`config.mk`:
```
export PLATFORM = sky130hd
export DESIGN_NAME = spu_pipe_stage
export DESIGN_NICKNAME = d
export VERILOG_FILES = /design/src/rtl/spu_pipe_pkg.sv /design/src/rtl/spu_pipe_slot.sv /design/src/rtl/spu_pipe_stage.sv
export SDC_FILE = /design/constraint.sdc
export NUM_CORES = 2
export LEC_CHECK = 0
export BUFFER_PORTS_ARGS = -buffer_cell sky130_fd_sc_hd__buf_2
export CORE_AREA = 2 2 435 437
export CTS_CLUSTER_DIAMETER = 30
export DETAILED_ROUTE_END_ITERATION = 10
export DIE_AREA = 0 0 437 439
export SLEW_MARGIN = 20
export SYNTH_ARGS = -nofsm -noshare
export SYNTH_HDL_FRONTEND = slang
export SYNTH_SLANG_ARGS = --single-unit
```
`constraint.sdc`:
```
create_clock -name clk -period 45.2 [get_ports clk]
set_input_delay 4.52 -clock clk [delete_from_list [all_inputs] [get_ports clk]]
set_output_delay 4.52 -clock clk [all_outputs]
set_load 0.05 [all_outputs]
```
`src/rtl/spu_pipe_pkg.sv`:
```
// Shared types and default field widths for the SPU inter-stage pipeline registers.
package spu_pipe_pkg;
  localparam int CTRL_W_DEF = 7;
  localparam int ALU_W_DEF  = 4;
  localparam int DEST_W_DEF = 7;

  typedef struct packed {
    logic mem_to_reg;
    logic reg_write;
    logic branch;
    logic mem_read;
    logic mem_write;
    logic alu_src;
    logic reg_dst;
  } stage_ctrl_t;

  // Encoding is {main_v, skid_v}, so bit 1 doubles as out_valid.
  typedef enum logic [1:0] {
    OCC_EMPTY = 2'b00,
    OCC_ONE   = 2'b10,
    OCC_FULL  = 2'b11
  } occ_e;
endpackage

```
`src/rtl/spu_pipe_slot.sv`:
```
// One payload register of the pipeline stage: load enable, async clear to zero.
module spu_pipe_slot #(
  parameter int W = 8
) (
  input  logic         clk,
  input  logic         rst,
  input  logic         ld,
  input  logic [W-1:0] d,
  output logic [W-1:0] q
);
  always_ff @(posedge clk or posedge rst) begin
    if (rst)     q <= '0;
    else if (ld) q <= d;
  end
endmodule

```
`src/rtl/spu_pipe_stage.sv`:
```
// Ready/valid pipeline register with 2-entry skid buffer, flush, bubble-safe control
// outputs and a saturating stall counter.
module spu_pipe_stage
  import spu_pipe_pkg::*;
#(
  parameter int CTRL_W   = CTRL_W_DEF,
  parameter int ALU_W    = ALU_W_DEF,
  parameter int DATA_W   = 128,
  parameter int NUM_OPS  = 4,
  parameter int PC_W     = 11,
  parameter int DEST_W   = DEST_W_DEF,
  parameter int NUM_DEST = 2,
  parameter int CNT_W    = 16
) (
  input  logic                       clk,
  input  logic                       reset,
  input  logic                       flush,
  input  logic                       in_valid,
  output logic                       in_ready,
  input  logic [CTRL_W-1:0]          in_ctrl,
  input  logic [ALU_W-1:0]           in_alu,
  input  logic [NUM_OPS*DATA_W-1:0]  in_ops,
  input  logic [PC_W-1:0]            in_pc,
  input  logic [NUM_DEST*DEST_W-1:0] in_dest,
  output logic                       out_valid,
  input  logic                       out_ready,
  output logic [CTRL_W-1:0]          out_ctrl,
  output logic [ALU_W-1:0]           out_alu,
  output logic [NUM_OPS*DATA_W-1:0]  out_ops,
  output logic [PC_W-1:0]            out_pc,
  output logic [NUM_DEST*DEST_W-1:0] out_dest,
  output logic [CNT_W-1:0]           stall_cnt
);
  localparam int OPS_W = NUM_OPS * DATA_W;
  localparam int DST_W = NUM_DEST * DEST_W;
  localparam int PW    = CTRL_W + ALU_W + OPS_W + PC_W + DST_W;

  occ_e            occ, occ_nxt;
  logic            accept, consume;
  logic            main_ld, skid_ld, main_from_skid;
  logic [PW-1:0]   in_pl, main_d, main_q, skid_q;
  logic [CTRL_W-1:0] main_ctrl;
  logic [ALU_W-1:0]  main_alu;

  assign in_pl     = {in_ctrl, in_alu, in_ops, in_pc, in_dest};
  assign out_valid = occ[1];
  assign accept    = in_valid & in_ready;
  assign consume   = out_valid & out_ready;

  always_comb begin
    occ_nxt        = occ;
    main_ld        = 1'b0;
    skid_ld        = 1'b0;
    main_from_skid = 1'b0;
    case (occ)
      OCC_EMPTY: if (accept) begin
        occ_nxt = OCC_ONE;
        main_ld = 1'b1;
      end
      OCC_ONE: begin
        if (accept && consume) main_ld = 1'b1;
        else if (accept) begin
          occ_nxt = OCC_FULL;
          skid_ld = 1'b1;
        end else if (consume) occ_nxt = OCC_EMPTY;
      end
      OCC_FULL: if (consume) begin
        occ_nxt        = OCC_ONE;
        main_ld        = 1'b1;
        main_from_skid = 1'b1;
      end
      default: occ_nxt = OCC_EMPTY;
    endcase
    // Flush wins over everything, including an accept in the same cycle.
    if (flush) begin
      occ_nxt = OCC_EMPTY;
      main_ld = 1'b0;
      skid_ld = 1'b0;
    end
  end

  assign main_d = main_from_skid ? skid_q : in_pl;

  always_ff @(posedge clk or posedge reset) begin
    if (reset) begin
      occ      <= OCC_EMPTY;
      in_ready <= 1'b1;
    end else begin
      occ      <= occ_nxt;
      in_ready <= (occ_nxt != OCC_FULL);
    end
  end

  always_ff @(posedge clk or posedge reset) begin
    if (reset)                                         stall_cnt <= '0;
    else if (out_valid && !out_ready && stall_cnt != '1) stall_cnt <= stall_cnt + 1'b1;
  end

  spu_pipe_slot #(.W(PW)) u_main (
    .clk(clk), .rst(reset), .ld(main_ld), .d(main_d), .q(main_q)
  );

  spu_pipe_slot #(.W(PW)) u_skid (
    .clk(clk), .rst(reset), .ld(skid_ld), .d(in_pl), .q(skid_q)
  );

  assign {main_ctrl, main_alu, out_ops, out_pc, out_dest} = main_q;
  // Bubbles must never carry live write-enables downstream.
  assign out_ctrl = out_valid ? main_ctrl : '0;
  assign out_alu  = out_valid ? main_alu  : '0;
endmodule

```
# Word-level counts from Yosys, hierarchy flattened
# Cells that the tools add are included.
# op_classes
add_sub_neg,1
n_eq_ne,4
muxes,19
bitwise,2
n_reduce_logical,5
# op_table
operator,count
$mux W548,1
$add A16 B1 Y16 const B,1
$ne A16 B16 Y1 const B,1
$mux W2,6
$mux W1,8
$mux W7,1
$pmux W2 S3,1
$eq A2 B2 Y1 const B,2
$mux W4,1
$logic_and A1 B1 Y1,3
$pmux W1 S3,1
$and A1 B1 Y1,2
$logic_not A2 Y1,1
$ne A2 B2 Y1 const B,1
$logic_not A1 Y1,1
# totals
register_bits,1115
inputBits,553
out_inout_bits,566
wordCells,36

# Logic depth before layout (Yosys ltp)
# depth
word_depth,7
ltp_mapped,7
ltp_nobuf,5

# Cells and area by module
# Synthesis repeated with hierarchy kept, for this count alone.
# unflattened
cells_unflattened,3028
area_unflattened_um2,48685.4
# modules_own_cells
module,instances,cells_each,area_each_um2,seq_area_each_um2
spu_pipe_slot,2,1158,20562.2,13713.2
spu_pipe_stage,1,712,7561.0,476.7

# Worst setup path before layout
# Ideal clock, no wire load.
# synth_path
path_kind,register -> output
startpoint,register occ[1]
endpoint,output out_ctrl[6]
arrival_time_ns,1.502
t_required_ns,40.680
path_slack_ns,39.178
path_stages_with_launch,4
n_path_buf,2
cell_sequence,dfrtp_1 > buf_2 > clkbuf_1 > and2_1
# synth_between
elab_chain_len,1
# synth_lines
item,line,source
from (decl),spu_pipe_stage.sv:38,"occ_e occ, occ_nxt;"
from (signal assigned),spu_pipe_stage.sv:89,occ <= occ_nxt;
$mux W7,spu_pipe_stage.sv:109,assign out_ctrl = out_valid ? main_ctrl : '0;
to (decl),spu_pipe_stage.sv:27,"output logic [CTRL_W-1:0] out_ctrl,"
# Every way passes these cells.

# Worst setup path after layout
# layout_path
startpoint,input out_ready
endpoint,register u_skid.q[316]
# layout_between
elab_chain_len,5
# layout_lines
item,line,source
from (decl),spu_pipe_stage.sv:26,"input logic out_ready,"
$and A1 B1 Y1,spu_pipe_stage.sv:48,assign consume = out_valid & out_ready;
$logic_and A1 B1 Y1,spu_pipe_stage.sv:61,if (accept && consume) main_ld = 1'b1;
$mux W1,spu_pipe_stage.sv:61,
$mux W1,spu_pipe_stage.sv:55,case (occ)
$mux W1,spu_pipe_stage.sv:75,if (flush) begin
to (signal assigned),spu_pipe_slot.sv:12,if (rst) q <= '0;
to (signal assigned),spu_pipe_slot.sv:13,else if (ld) q <= d;
to (decl),spu_pipe_slot.sv:9,output logic [W-1:0] q
# Every way passes these cells.
# A chain may end at the register's enable or synchronous reset.

==> results.yml <==
setup_path:
  cp_max_fo: 64
  start_kind: "primary input"
  endpoint_kind: "flop"
  cp_slowest_stage_delay_ns: 0.76
  cp.arrival_ns: 9.32
  path_cells: "buf_2, inv_1, nand2_1, nor3_4, buf_4, buf_4, buf_4, buf_4, buf_4, mux2_2"
  critPathKind: "primary input to flop"
  worstPathRequired_ns: 45.91
  crit_start: "out_ready"
  r2r-start: "occ[1]$_DFF_PP0_"
  critPathTopFamily: "buffers and inverters"
  critPathBufInv: 7
  slowest_stage: "buf_4"
  crit_top_cell: "buf_4"
timing:
  final_max_slew_viol_count: 0
  rsz0062_at_grt: "false"
  skew_ns: 0.08410
  fin_crit_sh_pct: 19.05
  finalSetupTns_ns: 0
  finalSetupViolCount: 0
  relSlewSlack_pct: 25.19
  fmax_ghz: 0.1161
  worst_hold_slack_ns: 0.4536
  worst_pin_slew_ns: 1.122
  hold_viol: 0
  period_needed_ns: 8.612
synthesis:
  async_flop_share_pct: 100.0
  synth.distinct_cells: 31
  synthFlopType: "dfrtp_1"
  synth_area_per_cell_um2: 10.39
  synth_area_um2: 49600
  synth_nets: 5327
  synthCells: 4773
  ys_ff_latch: 1115
  synth_edf_count: 0
  seq_area_frac_synth_pct: 56.26
  yosys_warnings: 0
clock_network:
  clk_pin_slew_ns: 0.04
  post_cts_buffers: 0
  cts_hold_buffers: 0
  clock_latency_ns: 0.89
  cts_sinks: 1115
  root_buffer: "clkbuf_16"
  cts_buffers: 286
  clockBufferDepth: 4
  cts_max_level: 5
  cts_resized: 0
  cts_tree: "built"
routing:
  drt-total-wl_um: 164800
  wl_per_cell_um: 20.24
  vias: 37400
  drtAntennaViolNets: 0
  drcViolationCount: 0
  first_iter_violations: 2745
  vias_per_cell: 4.591
  drt_first_pass_iters: 7
die:
  row_count: 159
  die_h_um: 439
  pin_count: 1119
  die-area_um2: 191800
  start_util_pct: 26.52
  core_um2: 187000
  fp.dieW_um: 437
global_routing:
  track_usage_pct: 16.48
  grt_pass1_vias: 37230
  antenna_found_initial: 82
  grt_pass1_wl_um: 240400
  grt_max_degree: 220
  grt_overflow: 0
run:
  cap_violations: 0
worst_hold_path:
  hold_path_class: "flop to flop"
  holdCritStartpoint: "u_skid.q[269]$_DFFE_PP0P_"
final_layout:
  mostFrequentLayoutCells: "buf_2 (1118), dfrtp_1 (1114), nand2_1 (1101), mux2_2 (550)"
  areaGrowthSynthToFinish_pct: 27.23
  layout_commonest_cell: "buf_2"
  fin_nets: 5938
  fillCellCount: 18730
  drive_gt1_share_pct: 38.90
pwr:
  fin_total_pwr_w: 0.004147
  power_leakage_nw: 28.54
  powerDensity_nw_per_um2: 65.72
  ir_drop_mv: 0.04813
run_status:
  status: "completed"
place:
  hpwl_um: 114000
  place.gp.congestion: 0.9087
  port_buffers: 1118
[per-layer routing]
metal / part of all wire [%] / wire (um) / global-route usage [%] / vias up
li1: - / - / - / 16860
met1: 40 / 65160 / 19.48 / 18580
met2: 46 / 75070 / 24.94 / 1483
met3: 9.0 / 14890 / 6.619 / 434
met4: 5.8 / 9480 / 10.31 / 36
met5: 0.14 / 238 / 0 / -
[path summary, 6_finish.rpt]
check	end	slack [ns]	cells after the start
max	u_skid.q[316]$_DFFE_PP0P_	36.59	10
min	u_main.q[269]$_DFFE_PP0P_	0.45	2
max reg2reg	u_skid.q[316]$_DFFE_PP0P_	39.49	8
min reg2reg	u_main.q[269]$_DFFE_PP0P_	0.45	2
max in group asynchronous	u_main.q[462]$_DFFE_PP0P_	37.02	7
min in group asynchronous	u_skid.q[311]$_DFFE_PP0P_	3.90	2
[metrics by stage]
stage          cells  util [%]  worst slack, ns  cell area, um^2
2_1_floorplan   4773         -            9.285            49600
3_3_place_gp    7591     28.54            35.74            53380
3_5_place_dp    7591     28.54            35.75            53380
4_1_cts         8083     33.66            36.68            62940
5_1_grt         8129     33.72            36.26            63060
6_report        8146     33.74            36.59            63100
[kinds of logic (layout without fill, tap and decap cells)]
family	count (synthesis)	after routing	synth area share, %
simple gates	1685	1685	12.97
flops	1115	1115	56.26
buf+inv	846	1661	10.88
compound gates	563	563	7.147
mux	550	550	12.49
xor+xnor	13	13	0.2296
fa+ha+maj	1	1	0.02522
other cells	0	63	0
[cell type report]
class / instances / area (um^2) / share of cell area [%]
repair buffers: 1165 / 6015 / 9.531
multi-input cells: 2812 / 16320 / 25.86
inverters: 4 / 22.52 / 0.03569
clock inverters: 111 / 1431 / 2.268
diodes: 63 / 157.7 / 0.2498
well taps: 2495 / 3122 / 4.947
clock buffers: 381 / 8130 / 12.88
flip-flops and latches: 1115 / 27900 / 44.22
[cells in the mapped netlist, types with 4 or more instances]
| library cell | n | area (um^2) |
|---|---|---|
| a21oi_1 | 4 | 20.02 |
| a31oi_1 | 548 | 3428 |
| and2_1 | 13 | 81.33 |
| and3_1 | 4 | 25.02 |
| and4_1 | 4 | 35.03 |
| buf_2 | 161 | 805.8 |
| buf_4 | 538 | 4039 |
| clkbuf_1 | 142 | 533.0 |
| dfrtp_1 | 1114 | 27880 |
| inv_1 | 4 | 15.01 |
| mux2_2 | 550 | 6193 |
| nand2_1 | 1101 | 4133 |
| nand4_1 | 5 | 31.28 |
| nor2_1 | 548 | 2057 |
| o21ai_0 | 4 | 20.02 |
| xnor2_1 | 13 | 113.9 |
[sequential cells by signal, summed over array words and instances, names as in the netlist]
signal / flops
u_skid.q: 548
u_main.q: 548
stall_cnt: 16
occ: 2
in_ready: 1
[worst min-delay path: cells and delay by family (launching register included)]
| kind | cells | cell delay, ns |
|---|---|---|
| DFF | 1 | 0.37 |
| AOI/OAI and AO/OA | 1 | 0.07 |
| and+or+nand+nor | 1 | 0.06 |
[power by group]
part / switching [W] / internal, W / total [W]
Combinational: 0.000544 / 0.000234 / 0.000778
Sequential: 0.000130 / 0.00122 / 0.00135
Clock: 0.000600 / 0.00141 / 0.00201
Power figures use the tool's default switching activity.
